--- src/rtl/lsu_pkg.sv ---
// Shared definitions for the load/store unit: MemOp encodings, FSM states,
// byte-lane masks and the access legality check.
package lsu_pkg;

    localparam logic [2:0] MEMOP_B  = 3'b000;
    localparam logic [2:0] MEMOP_H  = 3'b001;
    localparam logic [2:0] MEMOP_W  = 3'b010;
    localparam logic [2:0] MEMOP_BU = 3'b100;
    localparam logic [2:0] MEMOP_HU = 3'b101;

    localparam logic [3:0] BE_BYTE = 4'b0001;
    localparam logic [3:0] BE_HALF = 4'b0011;
    localparam logic [3:0] BE_WORD = 4'b1111;

    typedef enum logic [1:0] {
        ST_IDLE   = 2'd0,
        ST_ACCESS = 2'd1,
        ST_RESP   = 2'd2
    } lsu_state_t;

    // 1 when the access may go to the bus: known op, naturally aligned,
    // and no unsigned variant on a store.
    function automatic logic access_ok(input logic is_store, input logic [2:0] op,
                                       input logic [1:0] off);
        logic ok;
        case (op)
            MEMOP_B, MEMOP_BU: ok = 1'b1;
            MEMOP_H, MEMOP_HU: ok = ~off[0];
            MEMOP_W:           ok = (off == 2'b00);
            default:           ok = 1'b0;
        endcase
        if (is_store && op[2])
            ok = 1'b0;
        return ok;
    endfunction

endpackage

--- src/rtl/lsu_mem_ctrl_if.sv ---
// Data-memory bus between the LSU (master) and the memory (slave).
interface lsu_mem_ctrl_if #(parameter int ADDR_W = 32);
    logic              mem_req;
    logic              mem_we;
    logic [ADDR_W-1:0] mem_addr;
    logic [3:0]        mem_be;
    logic [31:0]       mem_wdata;
    logic              mem_ack;
    logic [31:0]       mem_rdata;

    modport master (
        output mem_req, mem_we, mem_addr, mem_be, mem_wdata,
        input  mem_ack, mem_rdata
    );

    modport slave (
        input  mem_req, mem_we, mem_addr, mem_be, mem_wdata,
        output mem_ack, mem_rdata
    );
endinterface

--- src/rtl/lsu_align.sv ---
// Combinational lane logic: byte enables, store data replication,
// load lane select with sign/zero extension.
module lsu_align
    import lsu_pkg::*;
(
    input  logic [2:0]  op,
    input  logic [1:0]  off,
    input  logic [31:0] wdata,
    input  logic [31:0] mem_rdata,
    output logic [3:0]  be,
    output logic [31:0] wdata_rep,
    output logic [31:0] rdata_ext
);
    logic [7:0]  byte_sel;
    logic [15:0] half_sel;

    assign byte_sel = mem_rdata[{off, 3'b000} +: 8];
    assign half_sel = off[1] ? mem_rdata[31:16] : mem_rdata[15:0];

    // op[1:0] distinguishes byte/half/word for both signed and unsigned forms
    always_comb begin
        be        = BE_WORD;
        wdata_rep = wdata;
        case (op[1:0])
            2'b00: begin
                be        = BE_BYTE << off;
                wdata_rep = {4{wdata[7:0]}};
            end
            2'b01: begin
                be        = BE_HALF << off;
                wdata_rep = {2{wdata[15:0]}};
            end
            default: ;
        endcase
    end

    always_comb begin
        rdata_ext = mem_rdata;
        case (op)
            MEMOP_B:  rdata_ext = {{24{byte_sel[7]}}, byte_sel};
            MEMOP_BU: rdata_ext = {24'h0, byte_sel};
            MEMOP_H:  rdata_ext = {{16{half_sel[15]}}, half_sel};
            MEMOP_HU: rdata_ext = {16'h0, half_sel};
            default:  ;
        endcase
    end
endmodule

--- src/rtl/lsu_mem_ctrl.sv ---
// Multi-cycle load/store unit: req/ack data-memory transaction with lane
// steering, extended load return, and error reporting for bad accesses.
module lsu_mem_ctrl
    import lsu_pkg::*;
#(
    parameter int ADDR_W = 32
) (
    input  logic               clk,
    input  logic               rst,
    input  logic               req_valid,
    input  logic               MemWr,
    input  logic [2:0]         MemOp,
    input  logic [ADDR_W-1:0]  addr,
    input  logic [31:0]        wdata,
    output logic               busy,
    output logic               done,
    output logic [31:0]        rdata,
    output logic               err,
    lsu_mem_ctrl_if.master     mem
);
    lsu_state_t        state, state_nxt;
    logic [2:0]        op_q;
    logic [1:0]        off_q;
    logic              we_q;
    logic              req_ok;
    logic              mem_req_q, mem_we_q;
    logic [ADDR_W-1:0] mem_addr_q;
    logic [3:0]        mem_be_q;
    logic [31:0]       mem_wdata_q;
    logic [31:0]       rdata_q;
    logic              err_q;
    logic [2:0]        al_op;
    logic [1:0]        al_off;
    logic [3:0]        al_be;
    logic [31:0]       al_wdata, al_rdata;

    assign req_ok = access_ok(MemWr, MemOp, addr[1:0]);

    // One aligner serves both phases: live request in IDLE, latched op afterwards
    assign al_op  = (state == ST_IDLE) ? MemOp     : op_q;
    assign al_off = (state == ST_IDLE) ? addr[1:0] : off_q;

    lsu_align u_align (
        .op        (al_op),
        .off       (al_off),
        .wdata     (wdata),
        .mem_rdata (mem.mem_rdata),
        .be        (al_be),
        .wdata_rep (al_wdata),
        .rdata_ext (al_rdata)
    );

    always_ff @(posedge clk or posedge rst) begin
        if (rst) state <= ST_IDLE;
        else     state <= state_nxt;
    end

    always_comb begin
        state_nxt = state;
        case (state)
            ST_IDLE:   if (req_valid) state_nxt = req_ok ? ST_ACCESS : ST_RESP;
            ST_ACCESS: if (mem.mem_ack) state_nxt = ST_RESP;
            ST_RESP:   state_nxt = ST_IDLE;
            default:   state_nxt = ST_IDLE;
        endcase
    end

    always_ff @(posedge clk or posedge rst) begin
        if (rst) begin
            op_q        <= '0;
            off_q       <= '0;
            we_q        <= 1'b0;
            mem_req_q   <= 1'b0;
            mem_we_q    <= 1'b0;
            mem_addr_q  <= '0;
            mem_be_q    <= '0;
            mem_wdata_q <= '0;
            rdata_q     <= '0;
            err_q       <= 1'b0;
        end else begin
            case (state)
                ST_IDLE: if (req_valid) begin
                    if (req_ok) begin
                        op_q        <= MemOp;
                        off_q       <= addr[1:0];
                        we_q        <= MemWr;
                        mem_req_q   <= 1'b1;
                        mem_we_q    <= MemWr;
                        mem_addr_q  <= {addr[ADDR_W-1:2], 2'b00};
                        mem_be_q    <= al_be;
                        mem_wdata_q <= al_wdata;
                    end else begin
                        err_q   <= 1'b1;
                        rdata_q <= '0;
                    end
                end
                ST_ACCESS: if (mem.mem_ack) begin
                    mem_req_q <= 1'b0;
                    err_q     <= 1'b0;
                    rdata_q   <= we_q ? 32'h0 : al_rdata;
                end
                default: ;
            endcase
        end
    end

    assign busy          = ((state == ST_IDLE) && req_valid) || (state == ST_ACCESS);
    assign done          = (state == ST_RESP);
    assign rdata         = rdata_q;
    assign err           = err_q;
    assign mem.mem_req   = mem_req_q;
    assign mem.mem_we    = mem_we_q;
    assign mem.mem_addr  = mem_addr_q;
    assign mem.mem_be    = mem_be_q;
    assign mem.mem_wdata = mem_wdata_q;
endmodule

--- src/flat_wrapper.sv ---
// flat-port wrapper written by rule: the top's interface ports become plain ports
module lsu_mem_ctrl_flat import lsu_pkg::*;
#(
    parameter int ADDR_W = 32
)
  (clk, rst, req_valid, MemWr, MemOp, addr, wdata, busy, done, rdata, err, mem_mem_req, mem_mem_we, mem_mem_addr, mem_mem_be, mem_mem_wdata, mem_mem_ack, mem_mem_rdata);
  lsu_mem_ctrl_if #(.ADDR_W(ADDR_W)) mem_i ();
  input  logic clk;
  input  logic rst;
  input  logic req_valid;
  input  logic MemWr;
  input  logic [2:0] MemOp;
  input  logic [ADDR_W-1:0] addr;
  input  logic [31:0] wdata;
  output logic busy;
  output logic done;
  output logic [31:0] rdata;
  output logic err;
  output wire logic [$bits(mem_i.mem_req)-1:0] mem_mem_req;
  output wire logic [$bits(mem_i.mem_we)-1:0] mem_mem_we;
  output wire logic [$bits(mem_i.mem_addr)-1:0] mem_mem_addr;
  output wire logic [$bits(mem_i.mem_be)-1:0] mem_mem_be;
  output wire logic [$bits(mem_i.mem_wdata)-1:0] mem_mem_wdata;
  input wire logic [$bits(mem_i.mem_ack)-1:0] mem_mem_ack;
  input wire logic [$bits(mem_i.mem_rdata)-1:0] mem_mem_rdata;
  assign mem_mem_req = mem_i.mem_req;
  assign mem_mem_we = mem_i.mem_we;
  assign mem_mem_addr = mem_i.mem_addr;
  assign mem_mem_be = mem_i.mem_be;
  assign mem_mem_wdata = mem_i.mem_wdata;
  assign mem_i.mem_ack = mem_mem_ack;
  assign mem_i.mem_rdata = mem_mem_rdata;
  lsu_mem_ctrl #(.ADDR_W(ADDR_W)) u_core (.clk(clk), .rst(rst), .req_valid(req_valid), .MemWr(MemWr), .MemOp(MemOp), .addr(addr), .wdata(wdata), .busy(busy), .done(done), .rdata(rdata), .err(err), .mem(mem_i));
endmodule
--- config.mk ---
export PLATFORM = sky130hd
export DESIGN_NAME = lsu_mem_ctrl_flat
export DESIGN_NICKNAME = d
export VERILOG_FILES = /design/src/rtl/lsu_pkg.sv /design/src/rtl/lsu_mem_ctrl_if.sv /design/src/rtl/lsu_align.sv /design/src/rtl/lsu_mem_ctrl.sv /design/src/flat_wrapper.sv
export SDC_FILE = /design/constraint.sdc
export NUM_CORES = 1
export LEC_CHECK = 0
export CAP_MARGIN = 20
export CELL_PAD_IN_SITES_DETAIL_PLACEMENT = 0
export CELL_PAD_IN_SITES_GLOBAL_PLACEMENT = 1
export CORE_ASPECT_RATIO = 1.4
export CORE_MARGIN = 3
export CORE_UTILIZATION = 35
export DETAILED_ROUTE_END_ITERATION = 6
export PLACE_DENSITY = 0.84
export SLEW_MARGIN = 20
export SYNTH_ARGS = -nofsm -noshare
export SYNTH_HDL_FRONTEND = slang
export SYNTH_SLANG_ARGS = --single-unit
export TNS_END_PERCENT = 50
--- constraint.sdc ---
create_clock -name clk -period 7.34 [get_ports clk]
set_input_delay 1.468 -clock clk [delete_from_list [all_inputs] [get_ports clk]]
set_output_delay 1.468 -clock clk [all_outputs]
set_load 0.03 [all_outputs]
; Word-level counts from Yosys, hierarchy flattened
; Index checks and enable logic that the tools add are counted.
[word_totals]
reg_bits = 108
out_inout_bits = 105
elab_cells = 67
[op_classes]
eq_ne = 14
n_shift = 3
mux = 24
bitwise_logic = 1
reduce_logical = 15
[op_table]
columns = op, n
row1 = 32-bit 2-to-1 mux, 4
row2 = 32-bit case mux with 2 select lines, 2
row3 = 32-bit case mux with 4 select lines, 1
row4 = 32-bit by 6-bit variable part select with 8-bit output, 1
row5 = 16-bit 2-to-1 mux, 1
row6 = "3-bit equality test, second input constant", 4
row7 = 2-bit 2-to-1 mux, 4
row8 = 4-bit case mux with 2 select lines, 1
row9 = 4-bit AND reduction, 2
row10 = "3-bit by 1-bit equality test with 1-bit output, second input constant", 2
row11 = 2-bit zero test, 3
row12 = 3-bit zero test, 2
row13 = 1-bit 2-to-1 mux, 6
row14 = "2-bit inequality test, second input constant", 3
row15 = "2-bit by 1-bit equality test with 1-bit output, second input constant", 2
row16 = 1-bit case mux with 2 select lines, 2
row17 = 2-bit case mux with 2 select lines, 1
row18 = 2-bit OR reduction, 2
row19 = "1-bit by 2-bit << shifter with 4-bit output, first input constant", 1
row20 = "2-bit by 2-bit << shifter with 4-bit output, first input constant", 1
row21 = "3-bit by 2-bit equality test with 1-bit output, second input constant", 1
row22 = 3-bit 2-to-1 mux, 1
row23 = 1-bit case mux with 3 select lines, 1
row24 = 3-bit AND reduction, 1
row25 = other kinds (7), 8

; Longest topological paths before layout
; Gate-level depths: netlist of run 1.
[depth]
depth_word = 7
mapped_depth = 8

; By module
; A second synthesis of run 1 with hierarchy kept.
[unflattened]
hier_cells = 524
area_unflattened_um2 = 5908.2
[by_module_without_submodules]
columns = module, instances, cells_per_inst, area_per_inst_um2, seq_area_each_um2
row1 = lsu_mem_ctrl, 1, 324, 4621.9, 2702.6
row2 = lsu_align, 1, 200, 1286.2, 0.0

; Worst setup path after synthesis of run 1
; No wires, ideal clock.
[synth_path]
path_type = input to output
start = input port req_valid
end = output port busy
arrival_ns = 1.900
required_time_ns = 5.872
path_slack_ns = 3.972
cell_stages = 2
path_buffers = 0
cell_sequence = nor2_1 nor2_1
[synth_between]
elab_chain_cells = 2
[synth_rtl]
columns = item, line
row1 = "start, declared", flat_wrapper.sv:10  ; input logic req_valid;
row2 = 1-bit logical AND, lsu_mem_ctrl.sv:107  ; assign busy = ((state == ST_IDLE) && req_valid) || (state == ST_ACCESS);
row3 = 1-bit logical OR, lsu_mem_ctrl.sv:107
row4 = "end, declared", flat_wrapper.sv:15  ; output logic busy;
; No other way between the ends.

; Final worst setup path of run 1
; Same ends and word-level chain as after synthesis.

==> summary.md, run 1 <==
| Metric | Value |
|---|---|
| Core area | `~14000 um^2` |
| Met2 Usage GRT | `0.3471` |
| Crit path time final | `4.323 ns` |
| Post-Synthesis Cells | `between 400 and 500` |
| Die Ht | `146.0 um` |
| Critical R2R Capture | `u_core.rdata[11]` |
| Port bufs | `206` |
| Post-synth EDFFs | `0` |
| Max_cap viols | `0` |
| Initial Utilization | `0.3626` |
| Pwr Density | `about 360 nW/um^2` |
| Post-CTS sizing | `0` |
| Final ANT Viol Nets | `0` |
| Via Count | `roughly 4.1k` |
| Min-Delay Path Class | `reg -> reg` |
| Post-route cell area | `7396 um^2` |
| Final hold vios | `0` |
| Row count | `50` |
| I/O pins | `between 200 and 250` |
| GP Congestion | `0.8407` |
| WP data arrival | `between 2 and 3 ns` |
| Worst hold start | `u_core.mem.mem_wdata[12]` |
| Avg Inst Size Synth | `approximately 12 um^2` |
| Slowest-stage cell, CP | `clkdlybuf4s50_1` |
| Critical setup path kind | `in -> out` |
| Worst rel slew slack | `0.3022` |
| Area leader, netlist | `dfrtp_1` |
| GRT met1 Usage | `0.2067` |
| TNS Setup | `0 ns` |
| Slew Limit Fails | `0` |
| Lkg Pwr | `approximately 3.2 nW` |
| Synth unique cells | `47` |
| Part of the Yosys area used for sequential elements | `0.5516` |
| RR Startpoint | `u_core.state[1]` |
| Worst reg-to-reg path cell count | `4` |
| Area of the mapped netlist | `slightly below 5000 um^2` |
| CTS Sinks | `approximately 110` |
| Vias in the first global route | `around 4.4k` |
| Number of post-CTS setup repair buffers | `0` |
| Commonest cells in the netlist | `dfrtp_1, nand2_1, mux2_2, o21ai_0, a221oi_1` |
| Startpoint type of the worst setup path | `primary input` |
| DRT iter0 DRCs | `117` |
| First-pass GRT wire length | `between 20000 and 25000 um` |
| Outcome | `completed` |
| Cts bufs inserted | `9` |
| CP cell instances | `clkdlybuf4s50_1, nor2_1, nor2_1, clkdlybuf4s50_1` |
| Final setup violation count | `0` |
| Multi-input logic area | `about 2000 um^2` |
| Drt first pass iters | `4` |
| WHS Path Cells | `2` |
| Vias per std cell | `5.126` |
| Worst Clk Skew | `approximately 0.012 ns` |
| Gr usage total | `0.1904` |
| Final WL | `14600 um` |
| Required time of the critical path | `around 6 ns` |
| Seq cells post-synth | `between 100 and 150` |
| CTS Root Cell | `clkbuf_16` |
| Post-synth top area share | `0.5516` |
| GRT met3 Usage | `0.06480` |
| Layout cells sized above 1 | `0.1350` |
| Register area | `roughly 2700 um^2` |
| Maximum vdd drop | `0.2081 mV` |
| Die Wd | `about 110 um` |
| Fmax | `231.3 MHz` |
| Residual DRC | `0` |
| Slew @ Worst Pin | `1.047 ns` |
| CTS tree | `yes` |
| CP max FO | `3` |
| Layout area overhead | `50.94%` |
| Crit path from | `req_valid` |
| Die area | `15470 um^2` |
| Grt ovf | `0` |
| N_diodes | `0` |
| Busiest layer in global routing | `met2` |
| Worst Setup End Kind | `primary output` |
| Yosys warns | `0` |
| Worst-case clock buffer depth | `2` |
| Final worst-path cycle share | `0.5889` |
| Total chip power | `2.645 mW` |
| WL/cell | `between 15 and 20 um` |
| Worst-path clk slew | `approximately 0.070 ns` |
| RSZ-0062 raised after global routing | `false` |
| Pin count of the biggest net entering global routing | `67` |
| NumNets Final | `between 700 and 800` |
| Setup slack, reg-to-reg | `4.40 ns` |
| Post-DP HPWL | `about 11000 um` |
| Area of placed instances | `between 7000 and 8000 um^2` |
| Initial antenna violation count | `0` |
| FILL cells | `1202` |
| Post-synth top flop | `dfrtp_1` |
| Clock latency at the later pin of the worst-skew pair | `about 0.35 ns` |
| CP max stage delay | `0.69 ns` |
| H-tree level count | `3` |
| Hold_buf cts | `0` |
| Asr flop ratio synth | `1.000` |
| Top cells by area, synth | `dfrtp_1, mux2_2, nand2_1` |
| Most frequent cell after synthesis | `dfrtp_1` |
| Hold path endpoint | `u_core.mem.mem_wdata[12]` |
[where the power goes]
part | internal, mW | leakage (nW) | switching (mW)
Clock | 0.278 | 0.151 | 0.228
Sequential | 0.789 | 1.36 | 0.116
Combinational | 0.539 | 1.64 | 0.693
Total | 1.61 | 3.15 | 1.04
[cells by family (layout without fill, tap and decap cells)]
kind of cell	count (synthesis)	after routing	share of synthesized area
compound gates	114	114	0.1645
flops	108	108	0.5516
simple gates	102	102	0.09959
mux	66	66	0.1494
buf+inv	34	230	0.03421
other cells	1	2	0.0007654
[sequential cells by signal, indices dropped and copies added, names as in the netlist]
signal,flops
u_core.err,1
u_core.mem.mem_wdata,32
u_core.mem.mem_addr,30
u_core.off_q,2
u_core.mem.mem_be,4
u_core.we_q,1
u_core.mem.mem_req,1
u_core.state,2
u_core.op_q,3
u_core.rdata,32
[area by class of cell]
cell class	count	area share
clock buffer	10	0.03231
timing repair buffer	210	0.2829
tap	182	0.03079
clock inverter	6	0.009643
multi-input combinational	284	0.2766
sequential	108	0.3654
inverter	4	0.002368
[per-stage QoR]
stage | util | hold WS (ns) | setup slack, ns | instances
2_1_floorplan | - | 0.4797 | 3.026 | 426
3_3_place_gp | 0.5244 | 0.4613 | 3.010 | 788
3_5_place_dp | 0.5244 | 0.4700 | 3.013 | 788
4_1_cts | 0.5473 | 0.4863 | 3.012 | 804
5_1_grt | 0.5473 | 0.5056 | 2.952 | 804
6_report | 0.5473 | 0.4791 | 3.017 | 804
[how the worst max path moves through the flow]
stage	slack, ns	cells past startpoint	end
2_1_floorplan	3.03	1	u_core.err
3_3_place_gp	3.01	4	busy
3_5_place_dp	3.01	4	busy
4_1_cts	3.01	4	busy
5_1_grt	2.95	4	busy
6_report	3.02	4	busy
[worst max-delay path: cells and delay by family]
family / cells / cell delay, ns
buffers and inverters: 2 / 1.23
AND/OR/NAND/NOR: 2 / 0.15
[placed cells by master (no fill, tap or decap), types with 2 or more instances in the layout]
master	count
a221oi_2	3
a221oi_1	21
nor2b_1	9
nand2b_1	4
clkdlybuf4s50_1	206
nor3_1	2
a32oi_1	7
dfrtp_1	108
conb_1	2
nor2_1	6
o21ai_0	34
nand3b_1	2
mux2i_1	12
mux2_2	53
a22oi_1	14
nand3_1	11
buf_4	4
o21a_1	3
nand2_1	58
a21oi_1	14
o21ai_1	7
clkbuf_16	9
inv_1	3
[metal layers]
| layer | wire length, um | vias to the layer above |
|---|---|---|
| li1 | - | 1928 |
| met1 | 5439 | 2016 |
| met2 | 7780 | 161 |
| met3 | 1157 | 16 |
| met4 | 225 | 0 |
| met5 | 0 | - |
Power figures use the tool's default switching activity.
==> run 2, diff against run 1 <==
--- a/config.mk
+++ b/config.mk
@@ -10,9 +10,9 @@
 export CELL_PAD_IN_SITES_GLOBAL_PLACEMENT = 1
 export CORE_ASPECT_RATIO = 1.4
 export CORE_MARGIN = 3
-export CORE_UTILIZATION = 35
+export CORE_UTILIZATION = 32
 export DETAILED_ROUTE_END_ITERATION = 6
-export PLACE_DENSITY = 0.84
+export PLACE_DENSITY = 0.78
 export SLEW_MARGIN = 20
 export SYNTH_ARGS = -nofsm -noshare
 export SYNTH_HDL_FRONTEND = slang
==> constraint.sdc (replaced) <==
create_clock -name clk -period 3.99 [get_ports clk]
set_input_delay 0.798 -clock clk [delete_from_list [all_inputs] [get_ports clk]]
set_output_delay 0.798 -clock clk [all_outputs]
set_load 0.03 [all_outputs]
==> summary.md, run 2 (synthesis gave the netlist of run 1 again) <==
| Metric | Value |
|---|---|
| Final WL | `15080 um (+3.3%)` |
| Final worst-path cycle share | `0.7650` |
| Worst rel slew slack | `0.3955 (+0.09327)` |
| CTS Sinks | `108 (unchanged)` |
| Total chip power | `4.830 mW (+83%)` |
| Top Metal Used | `met5` |
| GP Congestion | `0.8560 (+1.8%)` |
| DRT iter0 DRCs | `164 (+40%)` |
| Final setup margin | `0.9378 ns (-2.079 ns)` |
| I/O pins | `209 (unchanged)` |
| Worst-case clock buffer depth | `2 (unchanged)` |
| Port bufs | `206 (unchanged)` |
| Max_cap viols | `0 (unchanged)` |
| Required time of the critical path | `4.26 ns (-1.61 ns)` |
| Startpoint type of the worst setup path | `primary input` |
| Row count | `52 (+4.0%)` |
| CP max FO | `12 (+9)` |
| Maximum vdd drop | `0.3331 mV (+60%)` |
| Outcome | `completed` |
| Drt first pass iters | `5 (+1)` |
| WHS Path Cells | `2 (unchanged)` |
| Initial antenna violation count | `1 (+1)` |
| Metal3 WL | `912 um (-21%)` |
| Post-route cell area | `7426 um^2 (+0.41%)` |
| Wl on met1 | `5977 um (+9.9%)` |
| Vias per std cell | `5.101 (-0.49%)` |
| Slew Limit Fails | `0 (unchanged)` |
| Post-DP HPWL | `11450 um (+4.1%)` |
| RSZ-0062 raised after global routing | `false` |
| Area of placed instances | `7144 um^2 (+0.83%)` |
| Critical setup path kind | `in -> reg` |
| Setup slack, reg-to-reg | `1.23 ns (-3.17 ns)` |
| Clock latency at the later pin of the worst-skew pair | `0.34 ns (about the same)` |
| Non-Filler Instances | `814 (+1.2%)` |
| Number of post-CTS setup repair buffers | `0 (unchanged)` |
| Layout area overhead | `51.56%` |
| Cts bufs inserted | `9 (unchanged)` |
| Fmax | `327.6 MHz` |
| Final hold vios | `0 (unchanged)` |
| Gr usage total | `0.1786 (-0.01179)` |
| WHS | `0.4805 ns (+0.001354 ns)` |
| Commonest cells after routing, fill and taps aside | `clkdlybuf4s50_1, dfrtp_1, nand2_1` |
| Most common cell after layout, fill and taps aside | `clkdlybuf4s50_1` |
| FILL cells | `1365 (+14%)` |
| Final core occ | `0.5050 (-0.04229)` |
| CTS Root Cell | `clkbuf_16` |
| Worst-path clk slew | `0.07 ns (about the same)` |
| Die area | `16850 um^2 (+8.9%)` |
| NumNets Final | `726 (+0.69%)` |
| Via Count | `4152 (+0.75%)` |
| Grt ovf | `0 (unchanged)` |
| H-tree level count | `3 (unchanged)` |
| Slew @ Worst Pin | `0.8998 ns (-0.1468 ns)` |
| Pin count of the biggest net entering global routing | `70 (+4.5%)` |
| WL/cell | `18.52 um (+2.0%)` |
| Pwr Density | `650.5 nW/um^2 (+82%)` |
| First-pass GRT wire length | `24410 um (+3.8%)` |
| Vias in the first global route | `4418 (-0.43%)` |
| Worst reg-to-reg path cell count | `5 (+1)` |
| Min-Delay Path Class | `reg -> reg` |
| Cells after DPL | `800 (+1.5%)` |
| Post-CTS sizing | `0 (unchanged)` |
| Worst Clk Skew | `0.006102 ns (-0.005502 ns)` |
| Lkg Pwr | `3.158 nW (+0.13%)` |
| N_diodes | `0 (unchanged)` |
| TNS Setup | `0 ns (unchanged)` |
| Met2 routed WL | `7820 um (+0.51%)` |
| Die Ht | `152.4 um (+4.4%)` |
| Placement Setup Slack | `0.6519 ns (-2.361 ns)` |
| Hold_buf cts | `0 (unchanged)` |
| Final setup violation count | `0 (unchanged)` |
| CTS tree | `yes` |
| Crit path time final | `3.052 ns` |
| Initial Utilization | `0.3332 (-0.02937)` |
| Residual DRC | `0 (unchanged)` |
| Layout cells sized above 1 | `0.1376 (+0.002552)` |
| Die Wd | `110.6 um (+4.3%)` |
| Final ANT Viol Nets | `0 (unchanged)` |
| WP data arrival | `3.32 ns (+0.47 ns)` |
| Worst Setup End Kind | `register` |
| Core area | `14700 um^2 (+8.8%)` |
## run 2: power breakdown
group	internal, mW	total, mW	switching [mW]
Combinational	1.00	2.30	1.30
Sequential	1.45	1.66	0.211
Clock	0.480	0.872	0.391
Total	2.93	4.83	1.90
## run 2: critical path: stages
cell and delay [ns]:
clkdlybuf4s50_1 0.51, and4bb_1 0.51, nand2b_1 0.37, nor3_1 0.83
a22oi_1 0.15, nand3_1 0.14
## run 2: layout make-up
cell class                 instances  area [um^2]  area share
sequential                       108         2703      0.3639
timing repair buffer             215         2142      0.2885
multi-input combinational        284         2046      0.2755
tap                              189        236.5     0.03185
clock buffer                      10        229.0     0.03083
clock inverter                     4        52.55    0.007077
inverter                           4        17.52    0.002359
## run 2: final timing paths
kind / endpoint / from
max: u_core.rdata[9] / mem_mem_ack
max reg2reg: u_core.rdata[9] / u_core.state[0]
max in group asynchronous: u_core.mem.mem_wdata[22] / rst
min in group asynchronous: u_core.mem.mem_addr[3] / rst
min: u_core.mem.mem_wdata[31] / u_core.mem.mem_wdata[31]
min reg2reg: u_core.mem.mem_wdata[31] / u_core.mem.mem_wdata[31]
## run 2: per-layer routing
metal / global-route usage / up-vias
li1: - / 1941
met1: 0.2113 / 2030
met2: 0.3113 / 154
met3: 0.04251 / 25
met4: 0.07101 / 2
met5: 0 / -
